File: src/rtl/cpu_defs.sv
// cpu_defs: shared definitions for the execute stage.
// Holds bus widths, ALU operation/class encodings, common constants,
// the divider FSM state type and a small absolute-value helper.
// No ports (package).
package cpu_defs;

   localparam int RegBus     = 32;
   localparam int RegAddrBus = 5;
   localparam int AluOpBus   = 8;
   localparam int AluSelBus  = 3;

   localparam logic [RegBus-1:0]     ZeroWord     = '0;
   localparam logic [RegAddrBus-1:0] NOPRegAddr   = '0;
   localparam logic                  WriteEnable  = 1'b1;
   localparam logic                  WriteDisable = 1'b0;

   // result classes
   localparam logic [AluSelBus-1:0] EXE_RES_NOP   = 3'b000;
   localparam logic [AluSelBus-1:0] EXE_RES_LOGIC = 3'b001;
   localparam logic [AluSelBus-1:0] EXE_RES_SHIFT = 3'b010;
   localparam logic [AluSelBus-1:0] EXE_RES_ARITH = 3'b100;
   localparam logic [AluSelBus-1:0] EXE_RES_DIV   = 3'b110;

   // operation codes
   localparam logic [AluOpBus-1:0] EXE_AND_OP  = 8'b0010_0100;
   localparam logic [AluOpBus-1:0] EXE_OR_OP   = 8'b0010_0101;
   localparam logic [AluOpBus-1:0] EXE_XOR_OP  = 8'b0010_0110;
   localparam logic [AluOpBus-1:0] EXE_NOR_OP  = 8'b0010_0111;
   localparam logic [AluOpBus-1:0] EXE_SLL_OP  = 8'b0111_1100;
   localparam logic [AluOpBus-1:0] EXE_SRL_OP  = 8'b0000_0010;
   localparam logic [AluOpBus-1:0] EXE_SRA_OP  = 8'b0000_0011;
   localparam logic [AluOpBus-1:0] EXE_ADD_OP  = 8'b0010_0000;
   localparam logic [AluOpBus-1:0] EXE_SUB_OP  = 8'b0010_0010;
   localparam logic [AluOpBus-1:0] EXE_SLT_OP  = 8'b0010_1010;
   localparam logic [AluOpBus-1:0] EXE_DIV_OP  = 8'b0001_1010;
   localparam logic [AluOpBus-1:0] EXE_DIVU_OP = 8'b0001_1011;

   // divider iteration counter: 32 quotient bits, counted 0..31
   localparam logic [5:0] DivLastCnt = 6'd31;

   typedef enum logic [1:0] {
      DIV_IDLE = 2'b00,
      DIV_CALC = 2'b01,
      DIV_DONE = 2'b10
   } div_state_t;

   function automatic logic [RegBus-1:0] abs_word(input logic [RegBus-1:0] v);
      return v[RegBus-1] ? (~v + 32'd1) : v;
   endfunction

endpackage

File: src/rtl/ex_stage_if.sv
// ex_stage_if: ID/EX inputs and EX/MEM outputs of the execute stage.
// master: pipeline side (drives operation, operands, annul; receives results)
// slave : execute stage
interface ex_stage_if;
   import cpu_defs::*;

   logic [AluOpBus-1:0]   ex_aluop;
   logic [AluSelBus-1:0]  ex_alusel;
   logic [RegBus-1:0]     ex_reg1;
   logic [RegBus-1:0]     ex_reg2;
   logic [RegAddrBus-1:0] ex_wd;
   logic                  ex_wreg;
   logic                  annul;

   logic [RegAddrBus-1:0] wd_o;
   logic                  wreg_o;
   logic [RegBus-1:0]     wdata_o;
   logic [RegBus-1:0]     hi_o;
   logic [RegBus-1:0]     lo_o;
   logic                  whilo_o;
   logic                  stallreq;

   modport master (
      output ex_aluop, ex_alusel, ex_reg1, ex_reg2, ex_wd, ex_wreg, annul,
      input  wd_o, wreg_o, wdata_o, hi_o, lo_o, whilo_o, stallreq
   );

   modport slave (
      input  ex_aluop, ex_alusel, ex_reg1, ex_reg2, ex_wd, ex_wreg, annul,
      output wd_o, wreg_o, wdata_o, hi_o, lo_o, whilo_o, stallreq
   );

endinterface

File: src/rtl/ex_div.sv
// ex_div: iterative restoring divider, one quotient bit per cycle.
// Ports:
//   clk, rst          clock, synchronous active-high reset
//   start             divide requested this cycle (sampled in IDLE)
//   signed_div        1 = DIV (signed), 0 = DIVU
//   annul             abort; returns to IDLE
//   opdata1, opdata2  dividend, divisor
//   ready             high in DONE; results valid
//   result_q/result_r sign-corrected quotient / remainder
//
// state    | meaning
// DIV_IDLE | waiting for start; latches operands and result signs
// DIV_CALC | 32 shift/subtract iterations
// DIV_DONE | results valid for one cycle
module ex_div
   import cpu_defs::*;
(
   input  logic              clk,
   input  logic              rst,
   input  logic              start,
   input  logic              signed_div,
   input  logic              annul,
   input  logic [RegBus-1:0] opdata1,
   input  logic [RegBus-1:0] opdata2,
   output logic              ready,
   output logic [RegBus-1:0] result_q,
   output logic [RegBus-1:0] result_r
);

   div_state_t        state, state_nxt;
   logic [5:0]        cnt;
   logic [RegBus-1:0] dvs;
   logic [RegBus-1:0] quot;   // holds the dividend, shifted out as quotient bits shift in
   logic [RegBus-1:0] rem;
   logic              neg_q, neg_r;
   logic [RegBus:0]   rem_sh, diff;

   always_ff @(posedge clk) begin
      if (rst) state <= DIV_IDLE;
      else     state <= state_nxt;
   end

   always_comb begin
      state_nxt = state;
      if (annul) begin
         state_nxt = DIV_IDLE;
      end else begin
         case (state)
            DIV_IDLE: if (start) state_nxt = (opdata2 == ZeroWord) ? DIV_DONE : DIV_CALC;
            DIV_CALC: if (cnt == DivLastCnt) state_nxt = DIV_DONE;
            DIV_DONE: state_nxt = DIV_IDLE;
            default:  state_nxt = DIV_IDLE;
         endcase
      end
   end

   always_comb begin
      ready = (state == DIV_DONE);
   end

   // rem_sh can exceed 32 bits; bit 32 of diff set means it was below the divisor
   assign rem_sh = {rem, quot[RegBus-1]};
   assign diff   = rem_sh - {1'b0, dvs};

   always_ff @(posedge clk) begin
      if (rst) begin
         cnt   <= '0;
         dvs   <= ZeroWord;
         quot  <= ZeroWord;
         rem   <= ZeroWord;
         neg_q <= 1'b0;
         neg_r <= 1'b0;
      end else if (state == DIV_IDLE && start && !annul) begin
         cnt <= '0;
         if (opdata2 == ZeroWord) begin
            // divide by zero: raw all-ones quotient, dividend as remainder, no sign fix
            dvs   <= ZeroWord;
            quot  <= '1;
            rem   <= opdata1;
            neg_q <= 1'b0;
            neg_r <= 1'b0;
         end else begin
            dvs   <= signed_div ? abs_word(opdata2) : opdata2;
            quot  <= signed_div ? abs_word(opdata1) : opdata1;
            rem   <= ZeroWord;
            neg_q <= signed_div & (opdata1[RegBus-1] ^ opdata2[RegBus-1]);
            neg_r <= signed_div & opdata1[RegBus-1];
         end
      end else if (state == DIV_CALC) begin
         cnt <= cnt + 6'd1;
         if (!diff[RegBus]) begin
            rem  <= diff[RegBus-1:0];
            quot <= {quot[RegBus-2:0], 1'b1};
         end else begin
            rem  <= rem_sh[RegBus-1:0];
            quot <= {quot[RegBus-2:0], 1'b0};
         end
      end
   end

   assign result_q = neg_q ? (~quot + 32'd1) : quot;
   assign result_r = neg_r ? (~rem + 32'd1)  : rem;

endmodule

File: src/rtl/ex_stage.sv
// ex_stage: pipeline execute stage. Logic, shift and arithmetic results are
// combinational; DIV/DIVU use the multi-cycle ex_div and stall the pipeline.
// Build option: define EX_DIV_EN to include the divider; without it the DIV
// class produces no writes and never stalls.
// Ports:
//   clk, rst  clock, synchronous active-high reset
//   ex        ex_stage_if.slave: ID/EX operation and operands, annul,
//             EX/MEM result (wd_o, wreg_o, wdata_o), HI/LO (hi_o, lo_o,
//             whilo_o), stallreq
module ex_stage
   import cpu_defs::*;
(
   input  logic    clk,
   input  logic    rst,
   ex_stage_if.slave ex
);

   logic [RegBus-1:0] logic_res, shift_res, arith_res;
   logic [4:0]        shamt;
   logic              div_class;
   logic              div_ready;
   logic              div_stall;
   logic [RegBus-1:0] div_q, div_r;

   assign shamt     = ex.ex_reg2[4:0];
   assign div_class = (ex.ex_alusel == EXE_RES_DIV);

   always_comb begin
      logic_res = ZeroWord;
      case (ex.ex_aluop)
         EXE_AND_OP: logic_res = ex.ex_reg1 & ex.ex_reg2;
         EXE_OR_OP:  logic_res = ex.ex_reg1 | ex.ex_reg2;
         EXE_XOR_OP: logic_res = ex.ex_reg1 ^ ex.ex_reg2;
         EXE_NOR_OP: logic_res = ~(ex.ex_reg1 | ex.ex_reg2);
         default:    logic_res = ZeroWord;
      endcase
   end

   always_comb begin
      shift_res = ZeroWord;
      case (ex.ex_aluop)
         EXE_SLL_OP: shift_res = ex.ex_reg1 << shamt;
         EXE_SRL_OP: shift_res = ex.ex_reg1 >> shamt;
         EXE_SRA_OP: shift_res = $signed(ex.ex_reg1) >>> shamt;
         default:    shift_res = ZeroWord;
      endcase
   end

   always_comb begin
      arith_res = ZeroWord;
      case (ex.ex_aluop)
         EXE_ADD_OP: arith_res = ex.ex_reg1 + ex.ex_reg2;
         EXE_SUB_OP: arith_res = ex.ex_reg1 - ex.ex_reg2;
         EXE_SLT_OP: arith_res = {31'd0, ($signed(ex.ex_reg1) < $signed(ex.ex_reg2))};
         default:    arith_res = ZeroWord;
      endcase
   end

`ifdef EX_DIV_EN
   ex_div u_div (
      .clk        (clk),
      .rst        (rst),
      .start      (div_class && !ex.annul),
      .signed_div (ex.ex_aluop == EXE_DIV_OP),
      .annul      (ex.annul),
      .opdata1    (ex.ex_reg1),
      .opdata2    (ex.ex_reg2),
      .ready      (div_ready),
      .result_q   (div_q),
      .result_r   (div_r)
   );
   // stall from operand capture until the DONE cycle; annul drops it at once
   assign div_stall = div_class && !div_ready && !ex.annul;
`else
   logic div_unused;
   assign div_unused = clk;
   assign div_ready  = 1'b0;
   assign div_q      = ZeroWord;
   assign div_r      = ZeroWord;
   assign div_stall  = 1'b0;
`endif

   always_comb begin
      ex.wd_o     = NOPRegAddr;
      ex.wreg_o   = WriteDisable;
      ex.wdata_o  = ZeroWord;
      ex.hi_o     = ZeroWord;
      ex.lo_o     = ZeroWord;
      ex.whilo_o  = WriteDisable;
      ex.stallreq = 1'b0;
      if (!rst) begin
         ex.wd_o = ex.ex_wd;
         case (ex.ex_alusel)
            EXE_RES_LOGIC: ex.wdata_o = logic_res;
            EXE_RES_SHIFT: ex.wdata_o = shift_res;
            EXE_RES_ARITH: ex.wdata_o = arith_res;
            default:       ex.wdata_o = ZeroWord;
         endcase
         if (div_class) begin
            ex.stallreq = div_stall;
            if (div_ready) begin
               ex.lo_o    = div_q;
               ex.hi_o    = div_r;
               ex.whilo_o = !ex.annul;
            end
         end else begin
            ex.wreg_o = ex.annul ? WriteDisable : ex.ex_wreg;
         end
      end
   end

endmodule

File: src/flat_wrapper.sv
// flat-port wrapper written by rule: the top's interface ports become plain ports
module ex_stage_flat import cpu_defs::*;
  (clk, rst, ex_ex_aluop, ex_ex_alusel, ex_ex_reg1, ex_ex_reg2, ex_ex_wd, ex_ex_wreg, ex_annul, ex_wd_o, ex_wreg_o, ex_wdata_o, ex_hi_o, ex_lo_o, ex_whilo_o, ex_stallreq);
  ex_stage_if ex_i ();
  input  logic clk;
  input  logic rst;
  input wire logic [$bits(ex_i.ex_aluop)-1:0] ex_ex_aluop;
  input wire logic [$bits(ex_i.ex_alusel)-1:0] ex_ex_alusel;
  input wire logic [$bits(ex_i.ex_reg1)-1:0] ex_ex_reg1;
  input wire logic [$bits(ex_i.ex_reg2)-1:0] ex_ex_reg2;
  input wire logic [$bits(ex_i.ex_wd)-1:0] ex_ex_wd;
  input wire logic [$bits(ex_i.ex_wreg)-1:0] ex_ex_wreg;
  input wire logic [$bits(ex_i.annul)-1:0] ex_annul;
  output wire logic [$bits(ex_i.wd_o)-1:0] ex_wd_o;
  output wire logic [$bits(ex_i.wreg_o)-1:0] ex_wreg_o;
  output wire logic [$bits(ex_i.wdata_o)-1:0] ex_wdata_o;
  output wire logic [$bits(ex_i.hi_o)-1:0] ex_hi_o;
  output wire logic [$bits(ex_i.lo_o)-1:0] ex_lo_o;
  output wire logic [$bits(ex_i.whilo_o)-1:0] ex_whilo_o;
  output wire logic [$bits(ex_i.stallreq)-1:0] ex_stallreq;
  assign ex_i.ex_aluop = ex_ex_aluop;
  assign ex_i.ex_alusel = ex_ex_alusel;
  assign ex_i.ex_reg1 = ex_ex_reg1;
  assign ex_i.ex_reg2 = ex_ex_reg2;
  assign ex_i.ex_wd = ex_ex_wd;
  assign ex_i.ex_wreg = ex_ex_wreg;
  assign ex_i.annul = ex_annul;
  assign ex_wd_o = ex_i.wd_o;
  assign ex_wreg_o = ex_i.wreg_o;
  assign ex_wdata_o = ex_i.wdata_o;
  assign ex_hi_o = ex_i.hi_o;
  assign ex_lo_o = ex_i.lo_o;
  assign ex_whilo_o = ex_i.whilo_o;
  assign ex_stallreq = ex_i.stallreq;
  ex_stage u_core (.clk(clk), .rst(rst), .ex(ex_i));
endmodule
File: config.mk
export PLATFORM = sky130hd
export DESIGN_NAME = ex_stage_flat
export DESIGN_NICKNAME = d
export VERILOG_FILES = /design/src/rtl/cpu_defs.sv /design/src/rtl/ex_stage_if.sv /design/src/rtl/ex_div.sv /design/src/rtl/ex_stage.sv /design/src/flat_wrapper.sv
export SDC_FILE = /design/constraint.sdc
export NUM_CORES = 1
export LEC_CHECK = 0
export CAP_MARGIN = 40
export CORE_ASPECT_RATIO = 0.75
export CORE_MARGIN = 1
export CORE_UTILIZATION = 50
export DETAILED_ROUTE_END_ITERATION = 10
export PLACE_DENSITY = 0.88
export SLEW_MARGIN = 20
export SYNTH_ARGS = -nofsm -noshare
export SYNTH_HDL_FRONTEND = slang
export SYNTH_SLANG_ARGS = --single-unit
File: constraint.sdc
create_clock -name vclk -period 11.4
set_input_delay 2.85 -clock vclk [all_inputs]
set_output_delay 2.85 -clock vclk [all_outputs]
set_load 0.02 [all_outputs]
---- Word-level counts from Yosys, hierarchy flattened ----
Index checks and enable logic that the tools add are counted.
cells by class
  $add $sub $neg .......................... 2
  div/mod/pow operators ................... 0
  reductions and logical operators ........ 0
  magnitude comparators ................... 1
  multiplexer cells ....................... 9
  bitwise operators ....................... 4
  eq/ne operators ......................... 14
  shift operators ......................... 3
  multiply operators ...................... 0
operators by type and width
  kind                  count
  $pmux W32 S3          3
  $pmux W32 S4          1
  $eq A8 B6 Y1 const B  7
  $add A32 B32 Y32      1
  $and A32 B32 Y32      1
  $lt A32 B32 Y1        1
  $mux W32              1
  $not A32 Y32          1
  $or A32 B32 Y32       1
  $shl A32 B5 Y32       1
  $shr A32 B5 Y32       1
  $sshr A32 B5 Y32      1
  $sub A32 B32 Y32      1
  $xor A32 B32 Y32      1
  $eq A8 B2 Y1 const B  2
  $eq A8 B7 Y1 const B  1
  $eq A3 B3 Y1 const B  2
  $mux W5               1
  $eq A3 B1 Y1 const B  1
  $eq A3 B2 Y1 const B  1
  $mux W1               3
word-level totals
  memories kept ........................... 0
  bits in read-only memories .............. 0
  bits in registers ....................... 0
  input port bits ......................... 84
  memory bits (writable) .................. 0
  latch bits .............................. 0

---- Longest topological paths before layout ----
  word-level depth ........................ 5
  mapped depth ............................ 16
  depth with buffers taken out ............ 13

---- Worst setup path before layout ----
No wires, ideal clock.
  path kind ............................... input -> output
  start point ............................. input ex_ex_reg2[3]
  end point ............................... output ex_wdata_o[30]
  stages on the path ...................... 16
  path buffers ............................ 4
  path slack .............................. 2380 ps
  arrival time ............................ 6170 ps
  cell sequence ........................... clkbuf_1 inv_1 buf_1 clkbuf_1 ha_1 buf_2 nand2_1 o211ai_1 a221oi_4 o211ai_2 a311oi_2 nand2_2 a41oi_2 and3_1 o31ai_1 a31oi_1
on the way
  cells in the longest elaborated chain, start to end .. 4
ends and longest elaborated chain
  item                                      RTL line                        source
  start: declaration                        flat_wrapper.sv:10              input wire logic [$bits(ex_i.ex_reg2)-1:0] ex_ex_reg2;
  $sub A32 B32 Y32 (tied with other cells)  ex_stage.sv:53                  EXE_SUB_OP: arith_res = ex.ex_reg1 - ex.ex_reg2;
  $pmux W32 S3 (on tied branches)           ex_stage.sv:51, ex_stage.sv:41
  $pmux W32 S3 (*)                          ex_stage.sv:93                  case (ex.ex_alusel)
  $mux W32 (*)                              ex_stage.sv:91                  if (!rst) begin
  end: declaration                          flat_wrapper.sv:16              output wire logic [$bits(ex_i.wdata_o)-1:0] ex_wdata_o;
Mark *: on every way between the ends. The rest lies on a longest branch, timed or not.

---- Worst setup path after layout ----
  start point ............................. input ex_ex_reg2[4]
  end point ............................... output ex_wdata_o[0]
on the way
  cells in the longest elaborated chain, start to end .. 4
ends and longest elaborated chain
  item                                    RTL line                        source
  $lt A32 B32 Y1 (tied with other cells)  ex_stage.sv:54                  EXE_SLT_OP: arith_res = {31'd0, ($signed(ex.ex_reg1) < $signed(ex.ex_reg2))};
  $pmux W32 S3 (on tied branches)         ex_stage.sv:51, ex_stage.sv:41
  $pmux W32 S3 (*)                        ex_stage.sv:93
  $mux W32 (*)                            ex_stage.sv:91
Marks and branches as above.

==> impl_metrics.ini <==
[timing]
final_min_period_over_clock_period_pct = 89.2
finalHoldViolCount = 0
timing.max_slew.rel_slack_pct = 42.5
setup_tns_ns = 0
final.min_clock_period_ns = 10.16
fmax_ghz = 0.0984
setup_repair_after_global_routing_missed_its_margin = false
tightestPinTransition_ns = 0.851
final_max_slew_viol_count = 0
final_setup_violation_count = 0

[setup_path]
startpoint_type_of_the_worst_setup_path = input port
arrival_ns = 7.31
path_max_fanout = 19
critPathCaptureType = primary output
crit_top_cell = a21oi_1
cp.buffers_inverters = 5
criticalPathCategory = in -> out
slowest_delay_ns = 0.71
crit_path_top_delay_cell = clkdlybuf4s50_1
critical_path_required_ns = 8.55
worst_path_dominant_cell_family = compound AO/OA/AOI/OAI gates
cp_cell_sequence = clkdlybuf4s50_1, clkinv_1, buf_4, ha_1, inv_1, a21oi_1, o311ai_1, a21oi_1, and2b_1, a311oi_2, o31ai_1, nand2b_1, nand3_1, a21oi_1, clkdlybuf4s50_1

[global_route]
global_route.overflow_total = 0
grt_max_degree = 88
grt_pass1_vias = 9333
grt_antenna_before_repair = 0
grt_pass1_wl_um = 53900
global_route.usage.total_pct = 35.0

[power_and_ir_drop]
pwr_density_cell_nw_per_um2 = 44.3
worst_ir_drop_vdd_uv = 37.3
totalPowerFinal_mw = 0.459
power_leakage_nw = 4.43

[routing]
drtAntennaViolNets = 0
drc_errors = 0
drt-pass1-iter-count = 6
vias_per_cell = 6.37
finalWirelength_um = 35100
drt-wirelength-per-cell_um = 20.6
via_count = 10900
drt_iter0_markers = 1369

[worst_hold_path]
worst_hold_path.num_cells = 4
min-delay-start = ex_ex_wreg
type_of_the_most_critical_hold_path = in -> out
worstHoldEndpoint = ex_wreg_o

[yosys]
synthesis.yosys.warnings = 0
count_of_different_cell_masters_after_synthesis = 87
synthesis.area_um2 = 9370
post_synth_inst_count = 1428
cell_with_the_most_instances_after_synthesis = nor2_1
synth.avg_cell_area_um2 = 6.56
netlist_top_cells_area = ha_1 (13%), mux2i_1 (10%), o21ai_0 (7.2%)
synth_common_cells = nor2_1 (138), nand2_1 (135), o21ai_0 (134)
synth_largest_type_area_fraction_pct = 13.4
synth_top_area_cell = ha_1
synth_seq_area_share_pct = 0

[clocking]
cts_setup_buffers = 0
cts.repair.resized = 0
hold_fix_buffers_at_cts = 0

[placement]
placement.io_buffers = 121
routabilityCongestion = 0.995
dpl.hpwl_um = 26900

[layout]
nNetsFinal = 1651
flip_flop_and_latch_count = 0
fill_cell_count = 1823
layout-drive-gt1-share_pct = 5.33
antenna-diode-count = 0
final_core_utilization_pct = 57.6
area.growth.synth_to_final_pct = 10.6
sequential_cell_area_um2 = 0
clock_buf_count = 0
multi_input_area_um2 = 8270

[floorplan]
top_level_i_o_count = 188
fp-row-count = 42
die_area_um2 = 19300
placeableCoreArea_um2 = 18000
die_w_um = 160
die_y_um = 121
initial_core_util_pct = 52.1

[flow_run]
cap_violations = 0

[status]
outcome = completed
==> cells in the final DEF (no fill, tap or decap), types with 6 or more instances in the layout <==
| cell | netlist | final |
|---|---|---|
| nor2b_1 | 10 | 10 |
| mux2_2 | 9 | 9 |
| ha_1 | 100 | 100 |
| o21bai_1 | 15 | 14 |
| nand3_1 | 29 | 29 |
| inv_1 | 92 | 92 |
| o211ai_1 | 29 | 29 |
| xnor2_1 | 52 | 52 |
| o31ai_1 | 13 | 13 |
| and3_1 | 6 | 6 |
| buf_4 | 68 | 24 |
| nor3_1 | 22 | 22 |
| mux2i_1 | 98 | 98 |
| or3_1 | 8 | 8 |
| o21ai_0 | 134 | 134 |
| nand2_1 | 135 | 135 |
| xor2_1 | 7 | 7 |
| nand2b_1 | 17 | 17 |
| a31oi_1 | 14 | 14 |
| nor4_1 | 10 | 10 |
| nor2_1 | 138 | 138 |
| a221oi_1 | 14 | 14 |
| a21o_1 | 8 | 8 |
| a211oi_1 | 28 | 28 |
| a21oi_1 | 124 | 124 |
| a22oi_1 | 15 | 15 |
| mux4_2 | 13 | 13 |
| conb_1 | 1 | 66 |
| clkdlybuf4s50_1 | 0 | 116 |
==> through the flow <==
step	cells	hold slack (ns)	worst slack [ns]	instance area [um2]
finish	1705	6.72	1.24	10400
global route	1705	6.75	1.06	10400
global placement	1699	6.71	1.50	10300
detailed placement	1702	6.72	1.42	10300
CTS	1702	6.72	1.43	10300
floorplan	1493	5.78	2.38	9610
==> final cells by class <==
class | instances | area share, %
Tap cell | 242 | 2.92
Multi-Input combinational cell | 1219 | 79.8
Inverter | 96 | 3.48
Timing Repair Buffer | 148 | 13.8
==> where the power goes <==
part / internal (mW) / switching, mW / leakage, nW
combinational: 0.172 / 0.287 / 4.43
clock: 0 / 0 / 0
sequential: 0 / 0 / 0
==> tightest hold or removal path: stages <==
cell and delay [ns]:
clkdlybuf4s50_1 0.40, nand2_1 0.06, a21oi_1 0.04, clkdlybuf4s50_1 0.52
==> cells by family after synthesis <==
logic type,synth area share [%]
buf+inv,14.4
xor+xnor,5.52
simple gates,19.3
fa+ha+maj,13.8
compound gates,32.3
mux,14.7
other cells,0.0400
==> worst max-delay path by stage <==
| stage | startpoint | end | slack [ns] | cells after the start |
|---|---|---|---|---|
| after global routing | ex_ex_reg2[4] | ex_wdata_o[31] | 1.06 | 15 |
| after CTS | ex_ex_reg2[4] | ex_wdata_o[30] | 1.43 | 15 |
| final | ex_ex_reg2[4] | ex_wdata_o[0] | 1.24 | 15 |
| after detailed placement | ex_ex_reg2[4] | ex_wdata_o[30] | 1.42 | 15 |
| after floorplan | ex_ex_reg2[3] | ex_wdata_o[30] | 2.38 | 16 |
| after global placement | ex_ex_reg2[4] | ex_wdata_o[30] | 1.50 | 15 |
==> routing by layer <==
layer / vias up / GRT usage (%) / routed length, um
met5: - / 1.87 / 45
met4: 2 / 9.58 / 1020
met3: 69 / 6.24 / 3990
met2: 714 / 53.5 / 15000
met1: 5023 / 49.9 / 15100
li1: 5045 / - / -
(Power assumes the default switching activity.)
